$ cat config.mk
export PLATFORM = sky130hd
export DESIGN_NAME = uart_receiver
export DESIGN_NICKNAME = d
export VERILOG_FILES = /design/src/rtl/uart_receiver.sv
export SDC_FILE = /design/constraint.sdc
export NUM_CORES = 1
export LEC_CHECK = 0
export CORE_MARGIN = 2
export CORE_UTILIZATION = 61
export CTS_BUF_LIST = sky130_fd_sc_hd__clkbuf_8
export DETAILED_ROUTE_END_ITERATION = 6
export GPL_ROUTABILITY_DRIVEN = 0
export HOLD_SLACK_MARGIN = 0.12
export PLACE_DENSITY_LB_ADDON = 0.1
export SLEW_MARGIN = 20
export SYNTH_ARGS = -nofsm -noshare
export SYNTH_HDL_FRONTEND = slang
export SYNTH_SLANG_ARGS = --single-unit
export TNS_END_PERCENT = 50
$ cat constraint.sdc
create_clock -name clk -period 2.6 [get_ports clk]
set_clock_uncertainty 0.05 [all_clocks]
set_input_delay 0.52 -clock clk [delete_from_list [all_inputs] [get_ports clk]]
set_output_delay 0.52 -clock clk [all_outputs]
set_load 0.02 [all_outputs]
$ cat src/rtl/uart_receiver.sv
// uart_receiver: frame receiver for an Rx_Enable-strobed serial line.
// Frame: start 0, DATA_WIDTH data bits LSB first, even parity (XOR of data), stop 1.
// A completed frame is always delivered with its error flags. An unacknowledged
// word that gets overwritten raises Overrun.
module uart_receiver #(
    parameter int DATA_WIDTH = 32
) (
    input  logic                  clk,
    input  logic                  rst,
    input  logic                  Rx_Serial_Input,
    input  logic                  Rx_Enable,
    input  logic                  Rx_Ack,
    output logic [DATA_WIDTH-1:0] Rx_Data,
    output logic                  Rx_Valid,
    output logic                  Rx_Busy,
    output logic                  Parity_Error,
    output logic                  Frame_Error,
    output logic                  Overrun
);

    localparam int CNT_W = $clog2(DATA_WIDTH + 1);

    typedef enum logic [1:0] {
        IDLE   = 2'd0,
        DATA   = 2'd1,
        PARITY = 2'd2,
        STOP   = 2'd3
    } state_t;

    state_t                state_q,    state_d;
    logic [CNT_W-1:0]      cnt_q,      cnt_d;
    logic [DATA_WIDTH-1:0] sr_q,       sr_d;
    logic                  perr_pnd_q, perr_pnd_d;
    logic [DATA_WIDTH-1:0] rx_data_q,  rx_data_d;
    logic                  rx_valid_q, rx_valid_d;
    logic                  perr_q,     perr_d;
    logic                  ferr_q,     ferr_d;
    logic                  ovr_q,      ovr_d;

    logic                  complete;

    // A frame completes on the enabled cycle that samples the stop bit
    assign complete = (state_q == STOP) && Rx_Enable;

    // Frame FSM, bit counter and shift register; disabled cycles hold everything
    always_comb begin
        state_d    = state_q;
        cnt_d      = cnt_q;
        sr_d       = sr_q;
        perr_pnd_d = perr_pnd_q;
        if (Rx_Enable) begin
            unique case (state_q)
                IDLE: begin
                    if (!Rx_Serial_Input) begin
                        state_d = DATA;
                        cnt_d   = '0;
                    end
                end
                DATA: begin
                    sr_d  = {Rx_Serial_Input, sr_q[DATA_WIDTH-1:1]};
                    cnt_d = cnt_q + 1'b1;
                    if (cnt_q == CNT_W'(DATA_WIDTH - 1)) begin
                        state_d = PARITY;
                    end
                end
                PARITY: begin
                    perr_pnd_d = (Rx_Serial_Input != ^sr_q);
                    state_d    = STOP;
                end
                STOP: begin
                    state_d = IDLE;
                end
                default: state_d = IDLE;
            endcase
        end
    end

    // Delivery registers: a completion outranks an acknowledge in the same cycle
    always_comb begin
        rx_data_d  = rx_data_q;
        rx_valid_d = rx_valid_q;
        perr_d     = perr_q;
        ferr_d     = ferr_q;
        ovr_d      = ovr_q;
        if (complete) begin
            rx_data_d  = sr_q;
            rx_valid_d = 1'b1;
            perr_d     = perr_pnd_q;
            ferr_d     = ~Rx_Serial_Input;
            if (rx_valid_q) begin
                ovr_d = ~Rx_Ack;
            end
        end else if (Rx_Ack && rx_valid_q) begin
            rx_valid_d = 1'b0;
            perr_d     = 1'b0;
            ferr_d     = 1'b0;
            ovr_d      = 1'b0;
        end
    end

    // State register with synchronous reset; reset abandons any frame in flight
    always_ff @(posedge clk) begin
        if (rst) begin
            state_q    <= IDLE;
            cnt_q      <= '0;
            sr_q       <= '0;
            perr_pnd_q <= 1'b0;
            rx_data_q  <= '0;
            rx_valid_q <= 1'b0;
            perr_q     <= 1'b0;
            ferr_q     <= 1'b0;
            ovr_q      <= 1'b0;
        end else begin
            state_q    <= state_d;
            cnt_q      <= cnt_d;
            sr_q       <= sr_d;
            perr_pnd_q <= perr_pnd_d;
            rx_data_q  <= rx_data_d;
            rx_valid_q <= rx_valid_d;
            perr_q     <= perr_d;
            ferr_q     <= ferr_d;
            ovr_q      <= ovr_d;
        end
    end

    assign Rx_Data      = rx_data_q;
    assign Rx_Valid     = rx_valid_q;
    assign Rx_Busy      = (state_q != IDLE);
    assign Parity_Error = perr_q;
    assign Frame_Error  = ferr_q;
    assign Overrun      = ovr_q;

endmodule

### Yosys cells after proc, flatten, opt, wreduce, memory -nomap -nowiden

Cells that the tools add are included.

* mux-type cells: 11
* add/subtract/negate cells: 1
* equality and inequality tests: 8
* bitwise logic cells: 2
* reductions and logical operators: 12

Operators by type and width (count)
* $reduce_xor 32->1: 1
* $pmux 6 s2: 1
* $pmux 2 s4: 1
* $add 6x1->6 const B: 1
* $eq 6x5->1 const B: 1
* $mux 1: 6
* $mux 6: 1
* $ne 2x2->1 const B: 3
* $reduce_and 2->1: 3
* $reduce_and 3->1: 2
* $reduce_bool 2->1: 3
* $eq 2x2->1 const B: 2
* $mux 2: 2
* $eq 2x1->1 const B: 1
* $logic_and 1x1->1: 2
* $logic_not 2->1: 1
* $not 1->1: 2
* $ne 1x1->1: 1

* bits in registers: 77
* output and inout bits: 37
* word-level logic and storage cells: 43
* bits of input ports: 5

### Depth between registers and ports, before layout

* word-level depth: 4
* gate-level depth with buffers: 8
* depth with buffers taken out: 8

### Worst setup path after synthesis

Ideal clock, no wire load.

* kind: register -> register
* start point: reg state_q[0]
* end point: reg cnt_q[5]
* buffers on the path: 0
* cell stages (with the launch flop): 9
* data required time: 2480 ps
* setup time: 70 ps
* data arrival time: 1728 ps
* clock period less this slack: 1848 ps
* setup slack: 752 ps
* path through: dfxtp_1 > inv_1 > ha_1 > inv_1 > a21oi_1 > nor2b_1 > nand4_1 > or3_1 > a21oi_1

* cells in the longest elaborated chain, start to end: 3
* elaborated cells between the ends (all ways): 6
* classes of those cells: eq/ne: 2; mux: 1; reduce/logical: 3

Ends and longest elaborated chain
* from (decl): RTL line 30 `state_t state_q, state_d;`
* from (signal assigned): RTL line 114 `state_q <= state_d;`
* $eq 2x1->1 or $logic_not 2->1 (tied branches): RTL line 52 `unique case (state_q)`
* $reduce_bool 2->1 (no source line) or $ne 2x2->1 (tied branches)
* $reduce_and 3->1 (no source line)
* to (signal assigned): RTL line 115 `cnt_q <= cnt_d;`
* to (decl): RTL line 31 `logic [CNT_W-1:0] cnt_q, cnt_d;`

Parallel ways exist; a longest one is shown, timed or not.
A chain may end at the register's enable or synchronous reset.

### Worst setup path in the final report

* start point: reg state_q[0]
* end point: out Rx_Busy

* cells in the longest elaborated chain, start to end: 1

Ends and longest elaborated chain
* $reduce_bool 2->1: RTL line 128 `assign Rx_Busy = (state_q != IDLE);`
* to (decl): RTL line 15 `output logic Rx_Busy,`

No other way between the ends.

==> qor.csv <==
stage,metric,value,unit
sta,tightest_slew,564,ps
grt,grt_antenna_before_repair,0,
finish,finalNonFillerCells,496,
clock_network,cts.path.max_buffers,2,
route,avgRoutedWirePerCell,12.5,um
setup_path,reg2reg_slack,600,ps
logic_synthesis,synth_fp_nets,396,
die,ios,42,
finish,final_cell_mix,"nand2_1 (136), dfxtp_1 (77), a21oi_1 (71)",
sta,slew-limit-headroom,62.4,%
die,fp.dieH,75.2,um
finish,final_common_cell,nand2_1,
setup_path,start_kind,flip-flop,
finish,area_delta_synth_final,21.0,%
logic_synthesis,synth_top_area_share,49.9,%
finish,postLayoutCoreUtil,77.6,%
clock_network,clkLatencyLatePin,350,ps
logic_synthesis,yosysSeqAreaShare,49.9,%
clock_network,clock-sinks,77,
sta,min_period,2330,ps
setup_path,cp_data_arrival_time,1760,ps
sta,final-setup-viol-count,0,
setup_path,timing.rr.start,state_q[0],
logic_synthesis,synth_seq_cells,77,
sta,rsz0062_at_grt,false,
die,fp.dieW,75.2,um
finish,fin_nets,434,
pwr,max-vdd-ir-drop,0.000518,V
setup_path,rr_endpoint,cnt_q[5],
logic_synthesis,syn_area,3090,sq um
placement,numPortBuffers,41,
sta,drv_slew,0,
clock_network,cts_tree,yes,
finish,diodes,0,
sta,fin_tns_setup,0,ps
route,drtPass1Iterations,5,
route,drt-vias-per-instance,5.27,
setup_path,worstSetupStartpoint,state_q[0],
die,start_util,64.2,%
sta,fmax,430,MHz
logic_synthesis,yosys_warnings,0,
grt,grt_pass1_vias,2364,
clock_network,clockRootBuffer,clkbuf_8,
finish,fillers,385,
logic_synthesis,yosys.area.top_type,dfxtp_1,
die,rows,25,
setup_path,critPathCapture,Rx_Busy,
clock_network,cts-htree-levels,3,
run,drv_cap,0,
die,core-area,4820,sq um
die,die_area,5650,sq um
clock_network,numCtsBuffers,9,
logic_synthesis,synthCells,386,
clock_network,cts_setup_buffers,0,
worst_hold_path,holdCritPathClass,flip-flop to flip-flop,
setup_path,end_kind,output port,
route,drtIter0Drc,186,
route,drtAntennaViolNets,0,
route,drc,0,
grt,grt_pass1_wl,10.2,mm
finish,drive_gt1_share,6.29,%
grt,grt_max_degree,34,
setup_path,cp.required,2030,ps
sta,final-hold-violation-count,0,
grt,grt_overflow,0,
clock_network,postCtsHoldBufs,0,
logic_synthesis,yosys-top-cells-area,"dfxtp_1 (50%), nand2_1 (17%), a21oi_1 (11%)",
pwr,p_leak,1.25,nW
setup_path,reg2regPathDepth,8,
grt,track_usage,24.0,%
clock_network,clk_pin_slew_worst_paths,70,ps
sta,finalHoldWorstSlack,405,ps
logic_synthesis,syn_area_per_cell,8.01,sq um
pwr,powerDensity,566,nW/um^2
route,wl,6.21,mm
route,vias,2613,
status,status,finished clean,
clock_network,cts_resized,0,
placement,hpwl,4.01,mm
logic_synthesis,yosysUniqueCellTypes,28,
setup_path,setup.worst_path.class,flip-flop to output port,
sta,period_share,89.5,%
placement,placed_cells,480,
setup_path,cp_max_fo,4,
==> kinds of logic after synthesis <==
logic type	after synthesis	synth area share [%]
XOR/XNOR	33	10.0
buffers and inverters	29	3.52
AO/OA/AOI/OAI	82	13.9
multiplexers	1	0.324
flip-flops	77	49.9
adder cells (fa/ha/maj)	5	2.02
AND/OR/NAND/NOR	159	20.3
==> state kept, by name (all words and copies together), names as in the netlist <==
signal,cells
Rx_Data,32
sr_q,32
cnt_q,6
state_q,2
Frame_Error,1
Overrun,1
Parity_Error,1
Rx_Valid,1
perr_pnd_q,1
==> per-layer routing <==
metal  track usage (%)  routed length, um  vias up
met5                 0                  0        -
met4              12.7                134        0
met3              5.22                258       14
met2              40.7               3130       55
met1              28.5               2680     1219
li1                  -                  -     1325
==> synthesized netlist by cell type <==
cell and n:
a211oi_1 2, a21boi_0 1, a21oi_1 71, a22oi_1 1, a31o_2 1, a31oi_1 1
and2_1 2, buf_1 4, clkbuf_1 19, dfxtp_1 77, ha_1 5, inv_1 6
mux2i_1 1, nand2_1 136, nand2b_1 1, nand3b_1 2, nand4_1 3, nor2_1 11
nor2b_1 2, nor3_1 1, o211ai_1 1, o21ai_0 3, o22ai_1 1, or3_1 1
xnor2_1 24, xnor2_2 1, xnor3_1 1, xor2_1 7
==> metrics by stage <==
| step | setup WS, ps | total power, mW | cell area (sq um) |
|---|---|---|---|
| after floorplan | 752 | 1.29 | 3090 |
| after global placement | 433 | 1.32 | 3560 |
| after detailed placement | 325 | 1.33 | 3560 |
| after CTS | 271 | 2.13 | 3740 |
| after global routing | 215 | 2.19 | 3740 |
| final | 274 | 2.12 | 3740 |
==> power breakdown <==
group | switching (mW) | internal (mW) | total, mW | leakage [nW]
Sequential | 0.00496 | 1.18 | 1.19 | 0.620
Combinational | 0.0770 | 0.0360 | 0.113 | 0.534
Clock | 0.425 | 0.390 | 0.816 | 0.0963
==> layout make-up <==
class / instances / area (sq um) / share of cell area [%]
Timing Repair Buffer: 50 / 473 / 12.7
Inverter: 6 / 22.5 / 0.602
Tap cell: 67 / 83.8 / 2.24
Multi-Input combinational cell: 280 / 1440 / 38.5
Clock inverter: 5 / 26.3 / 0.703
Sequential cell: 77 / 1540 / 41.2
Clock buffer: 11 / 151 / 4.05
==> worst min path at each step <==
stage / cells after the start / from / endpoint
floorplan: 2 / cnt_q[5] / cnt_q[5]
global placement: 2 / Rx_Data[27] / Rx_Data[27]
detailed placement: 2 / Rx_Data[19] / Rx_Data[19]
CTS: 2 / Rx_Data[29] / Rx_Data[29]
global route: 2 / Rx_Data[29] / Rx_Data[29]
finish: 2 / Rx_Data[29] / Rx_Data[29]
==> critical path, stage by stage, from the launching register on <==
cell	delay (ps)
dfxtp_1	370
inv_1	90
ha_1	240
inv_1	110
clkdlybuf4s50_1	610
Note: power is estimated with default switching activity, not from simulation.
